**src/rtl/posit_operand_decoder.sv**
```systemverilog
// Two-stage posit operand decoder feeding a divider core: stage 1 captures sign,
// special flags and magnitude; stage 2 extracts regime/exponent/fraction.
module posit_operand_decoder #(
  parameter int N  = 32,
  parameter int ES = 2,
  localparam int SW = $clog2(N) + ES + 1,
  localparam int FW = N - ES - 2
) (
  input  logic          clk,
  input  logic          reset,
  input  logic          in_valid,
  output logic          in_ready,
  input  logic [N-1:0]  IN1,
  input  logic [N-1:0]  IN2,
  output logic          out_valid,
  input  logic          out_ready,
  output logic          A_sign,
  output logic          B_sign,
  output logic          A_zero,
  output logic          B_zero,
  output logic          A_nar,
  output logic          B_nar,
  output logic [SW-1:0] A_scale,
  output logic [SW-1:0] B_scale,
  output logic [FW-1:0] A_frac,
  output logic [FW-1:0] B_frac
);

  localparam int MW = $clog2(N) + 1;
  localparam logic [N-1:0] NAR = {1'b1, {(N-1){1'b0}}};

  // Magnitude of a non-NaR posit always has a zero MSB, so only N-1 bits are kept.
  // The run occupies at least one bit plus its terminator, hence the remainder
  // starts at bit N-4 and is shifted by the extra run length (m-1).
  function automatic logic [SW+FW-1:0] decode(input logic [N-2:0] body);
    logic          rb;
    logic          run;
    logic [MW-1:0] m;
    logic [N-4:0]  sh;
    logic [SW-1:0] k;
    rb  = body[N-2];
    run = 1'b1;
    m   = '0;
    for (int i = N - 2; i >= 0; i--) begin
      if (run && (body[i] == rb)) m = m + MW'(1);
      else run = 1'b0;
    end
    sh = body[N-4:0] << (m - MW'(1));
    k  = rb ? (SW'(m) - SW'(1)) : -SW'(m);
    return {(k << ES) + SW'(sh[N-4 -: ES]), 1'b1, sh[N-4-ES:0]};
  endfunction

  logic          s1_valid;
  logic          s1_a_sign, s1_a_zero, s1_a_nar;
  logic          s1_b_sign, s1_b_zero, s1_b_nar;
  logic [N-2:0]  s1_a_mag, s1_b_mag;
  logic [SW+FW-1:0] dec_a, dec_b;
  logic          s1_load, s2_load;

  assign s2_load  = !out_valid || out_ready;
  assign s1_load  = !s1_valid || s2_load;
  assign in_ready = s1_load;

  always_comb begin
    dec_a = decode(s1_a_mag);
    dec_b = decode(s1_b_mag);
  end

  always_ff @(posedge clk) begin
    if (reset) begin
      s1_valid  <= 1'b0;
      s1_a_sign <= 1'b0;
      s1_a_zero <= 1'b0;
      s1_a_nar  <= 1'b0;
      s1_a_mag  <= '0;
      s1_b_sign <= 1'b0;
      s1_b_zero <= 1'b0;
      s1_b_nar  <= 1'b0;
      s1_b_mag  <= '0;
    end else if (s1_load) begin
      s1_valid  <= in_valid;
      s1_a_sign <= IN1[N-1];
      s1_a_zero <= (IN1 == '0);
      s1_a_nar  <= (IN1 == NAR);
      s1_a_mag  <= IN1[N-1] ? -IN1[N-2:0] : IN1[N-2:0];
      s1_b_sign <= IN2[N-1];
      s1_b_zero <= (IN2 == '0);
      s1_b_nar  <= (IN2 == NAR);
      s1_b_mag  <= IN2[N-1] ? -IN2[N-2:0] : IN2[N-2:0];
    end
  end

  // Zero and NaR carry no scale/fraction; forcing them to 0 keeps the core's view clean.
  always_ff @(posedge clk) begin
    if (reset) begin
      out_valid <= 1'b0;
      A_sign    <= 1'b0;
      A_zero    <= 1'b0;
      A_nar     <= 1'b0;
      A_scale   <= '0;
      A_frac    <= '0;
      B_sign    <= 1'b0;
      B_zero    <= 1'b0;
      B_nar     <= 1'b0;
      B_scale   <= '0;
      B_frac    <= '0;
    end else if (s2_load) begin
      out_valid <= s1_valid;
      A_sign    <= s1_a_sign;
      A_zero    <= s1_a_zero;
      A_nar     <= s1_a_nar;
      B_sign    <= s1_b_sign;
      B_zero    <= s1_b_zero;
      B_nar     <= s1_b_nar;
      if (s1_a_zero || s1_a_nar) begin
        A_scale <= '0;
        A_frac  <= '0;
      end else begin
        {A_scale, A_frac} <= dec_a;
      end
      if (s1_b_zero || s1_b_nar) begin
        B_scale <= '0;
        B_frac  <= '0;
      end else begin
        {B_scale, B_frac} <= dec_b;
      end
    end
  end

endmodule

```
**config.mk**
```make
export PLATFORM = sky130hd
export DESIGN_NAME = posit_operand_decoder
export DESIGN_NICKNAME = d
export VERILOG_FILES = /design/src/rtl/posit_operand_decoder.sv
export SDC_FILE = /design/constraint.sdc
export NUM_CORES = 1
export LEC_CHECK = 0
export CORE_MARGIN = 5
export CORE_UTILIZATION = 45
export DETAILED_ROUTE_END_ITERATION = 6
export PLACE_DENSITY_LB_ADDON = 0.25
export SLEW_MARGIN = 20
export SYNTH_ARGS = -nofsm -noshare
export SYNTH_HDL_FRONTEND = slang
export SYNTH_SLANG_ARGS = --single-unit
```
**constraint.sdc**
```tcl
create_clock -name clk -period 16.4 [get_ports clk]
set_input_delay 4.92 -clock clk [delete_from_list [all_inputs] [get_ports clk]]
set_output_delay 4.92 -clock clk [all_outputs]
set_load 0.05 [all_outputs]
```
==> impl_metrics.tcl, run 1 <==
set metrics [dict create \
    status "complete, no violations" \
    fmax_ghz 0.06587 \
    placed_area_um2 19280 \
    worstSetupPathType "register to register" \
    ant_nets 0 \
    avgSynthCellArea_um2 7.593 \
    whs_ps 454.0 \
    crit_path_max_fanout 35 \
    cp_common_cell "o21ai_0" \
    arrival_ps 15590 \
    cap_violations 0 \
    synth_area_leaders "dfxtp_1, mux2i_1, nand2_1" \
    tns_ps 0 \
    period_needed_ps 15180 \
    cts.sinks 148 \
    antenna_found_initial 0 \
    r2r-start "s1_a_mag[28]" \
    swShare 0.4772 \
    clock_path_buffers 2 \
    cts_hold_buffers 0 \
    power_density_nw_per_um2 121.1 \
    track_usage 0.2407 \
    cts.clk_slew.worst_paths_ps 70 \
    ys_ff_latch 148 \
    grt_pass1_vias 16280 \
    synth_top_area_share 0.1688 \
    async_flop_share 0 \
    setup_violations 0 \
    grt_max_degree 86 \
    yosys_warnings 0 \
    layout.area.seq_um2 2968 \
    coreArea_um2 38650 \
    root_buffer "clkbuf_16" \
    power_frac_comb 0.617 \
    finalInstanceArea_um2 20110 \
    vias 17410 \
    cts_buffers 17 \
    die_y_um 207.5 \
    layoutNonFillerInstCount 2883 \
    hp-start "B_frac[27]" \
    synth_largest_area_cell "dfxtp_1" \
    place_congestion 0.9401 \
    p_switching_w 0.001162 \
    hold_violations 0 \
    antenna_cells 0 \
    fp.dieW_um 207.5 \
    cpPeakStageDelay_ps 570 \
    drc 0 \
    syn2layout_area_growth_pct 14.52 \
    synthCells 2312 \
    multi_input_area_um2 13950 \
    end_kind "register" \
    start_util 0.4543 \
    core.rowCount 72 \
    num_io_pins 148 \
    clk_latency_ps 460 \
    slowest_stage "or4_4" \
    dr.pass1.iters 5 \
    power.leakage_nw 7.944 \
    slew_headroom 0.3129 \
    syn-num-nets 2436 \
    yosysSeqAreaShare 0.1688 \
    drt_wl_total_mm 54.37 \
    tightest_slew_ps 1028 \
    synth_edf_count 0 \
    fill_cells 3754 \
    maxSlewViolCount 0 \
    seq_power_share 0.205 \
    final_util 0.5202 \
    hold_class "register to register" \
    synth_flop_cell "dfxtp_1" \
    wl_per_cell_um 18.86 \
    synth_area_um2 17560 \
    dp_hpwl_mm 41.89 \
    drt-initial-drc-count 1271 \
    grt_pass1_wl_mm 86.86 \
    cts_tree "done" \
    worst_setup_path_start_kind "register" \
    crit_start "s1_a_mag[28]" \
    fin_crit_sh 0.9257 \
    final_nets 2476 \
    clkPwrFrac 0.177 \
    ys_types 106 \
    peakVddDrop_mv 0.06291 \
    grt_overflow_total 0 \
    fin_skew_ps 10.88 \
    port-buffer-count 147 \
    layout-drive-gt1-share 0.08414 \
    dieArea_um2 43060 \
    required_ps 16810 \
    cts.htree.levels 4 \
    dp_cells 2846 \
    vias_per_cell 6.037 \
    p_int_w 0.001273 \
]
==> synthesized netlist by cell type (all sizes together), types with 12 or more instances <==
cell / number
o21ai: 155
or4: 13
o221ai: 15
and3: 30
nor3: 59
ha: 56
a21o: 18
a21oi: 111
o31ai: 22
nor2: 224
a211oi: 68
o21a: 13
o41ai: 12
and2: 38
buf: 46
a22oi: 15
o22ai: 24
nand2b: 37
mux2: 34
or3: 37
or2: 20
a31oi: 18
xor2: 107
clkbuf: 108
xnor2: 105
a32o: 26
nand3: 43
o211ai: 12
nor4: 18
nand2: 253
dfxtp: 148
mux2i: 189
xnor3: 20
nor2b: 21
inv: 60
==> kinds of logic after synthesis <==
group                      after synthesis  share of synthesized area
AOI/OAI and AO/OA                      584                     0.2233
and+or+nand+nor                        840                     0.2338
xor gates and xnor gates               234                     0.1398
muxes                                  233                     0.1431
DFF                                    148                     0.1688
adders and majority gates               58                    0.04105
buffers and inverters                  215                    0.05024
==> critical path, delay by kind of cell, from the launching register on <==
kind / cells / cell delay [ps]
compound gates: 39 / 6630
fa+ha+maj: 13 / 4030
simple gates: 20 / 2680
xor+xnor: 3 / 610
mux: 3 / 530
flops: 1 / 370
buf+inv: 1 / 220
==> metrics by stage <==
step	power (W)	setup WS [ps]
6_report	0.002436	1219
5_1_grt	0.002589	-5.196
4_1_cts	0.002405	325.9
3_5_place_dp	0.001965	390.7
3_3_place_gp	0.001947	909.9
2_1_floorplan	0.001599	980.1
==> final cells by class <==
class                      instances  share of cell area
timing repair buffer             174             0.08389
inverter                          61             0.01151
clock inverter                    14            0.009148
multi-input combinational       1950              0.6938
clock buffer                      18             0.02184
sequential                       148              0.1476
tap                              518             0.03224
==> path summary, 6_finish.rpt <==
path	to	slack [ps]	depth (start not counted)
min	B_frac[27]	450	2
max	A_frac[16]	1220	79
max reg2reg	A_frac[16]	1220	79
min reg2reg	B_frac[27]	450	2
==> metal layers <==
layer	part of all wire	wire [um]	track usage	vias up
li1	-	-	-	8507
met5	0	0	0	-
met4	0.036	1965	0.08299	0
met1	0.44	23850	0.3125	8258
met2	0.48	25880	0.4143	537
met3	0.049	2676	0.02917	103
==> repair_timing <==
| item | in CTS | in global routing |
|---|---|---|
| buffers inserted | 0 | 4 |
| gates resized for setup | 0 | 38 |
| setup endpoints to repair | 0 | 63 |
==> power by group through the flow <==
stage | Sequential, W | Clock (W) | Combinational [W]
2_1_floorplan | 0.000640 | 0 | 0.000959
3_3_place_gp | 0.000506 | 0 | 0.00144
3_5_place_dp | 0.000508 | 0 | 0.00146
4_1_cts | 0.000500 | 0.000439 | 0.00147
5_1_grt | 0.000508 | 0.000454 | 0.00163
6_report | 0.000500 | 0.000432 | 0.00150
==> layout by cell type (no fill, tap or decap), drive strengths merged, types with 22 or more instances in the layout <==
cell	n
xnor2	105
nand2	253
nor3	59
inv	70
nor2	224
o21ai	155
mux2	34
nand2b	37
mux2i	189
o31ai	22
and3	30
clkdlybuf4s50	145
a32o	26
ha	56
o22ai	24
xor2	108
a211oi	68
dfxtp	148
buf	29
or3	37
nand3	43
and2	38
a21oi	111
==> state kept, by name, indices dropped and copies added, names as in the netlist, 8 cells and up <==
name and cells:
s1_a_mag 31, s1_b_mag 31, A_frac 28, B_frac 28, A_scale 8, B_scale 8
Power figures use the tool's default switching activity.
==> inputs of run 2 (changes only) <==
HOLD_SLACK_MARGIN = 0.05   (was unset)
==> results of run 2 <==
No change in the layout: final DEF, timing and power equal those of run 1.
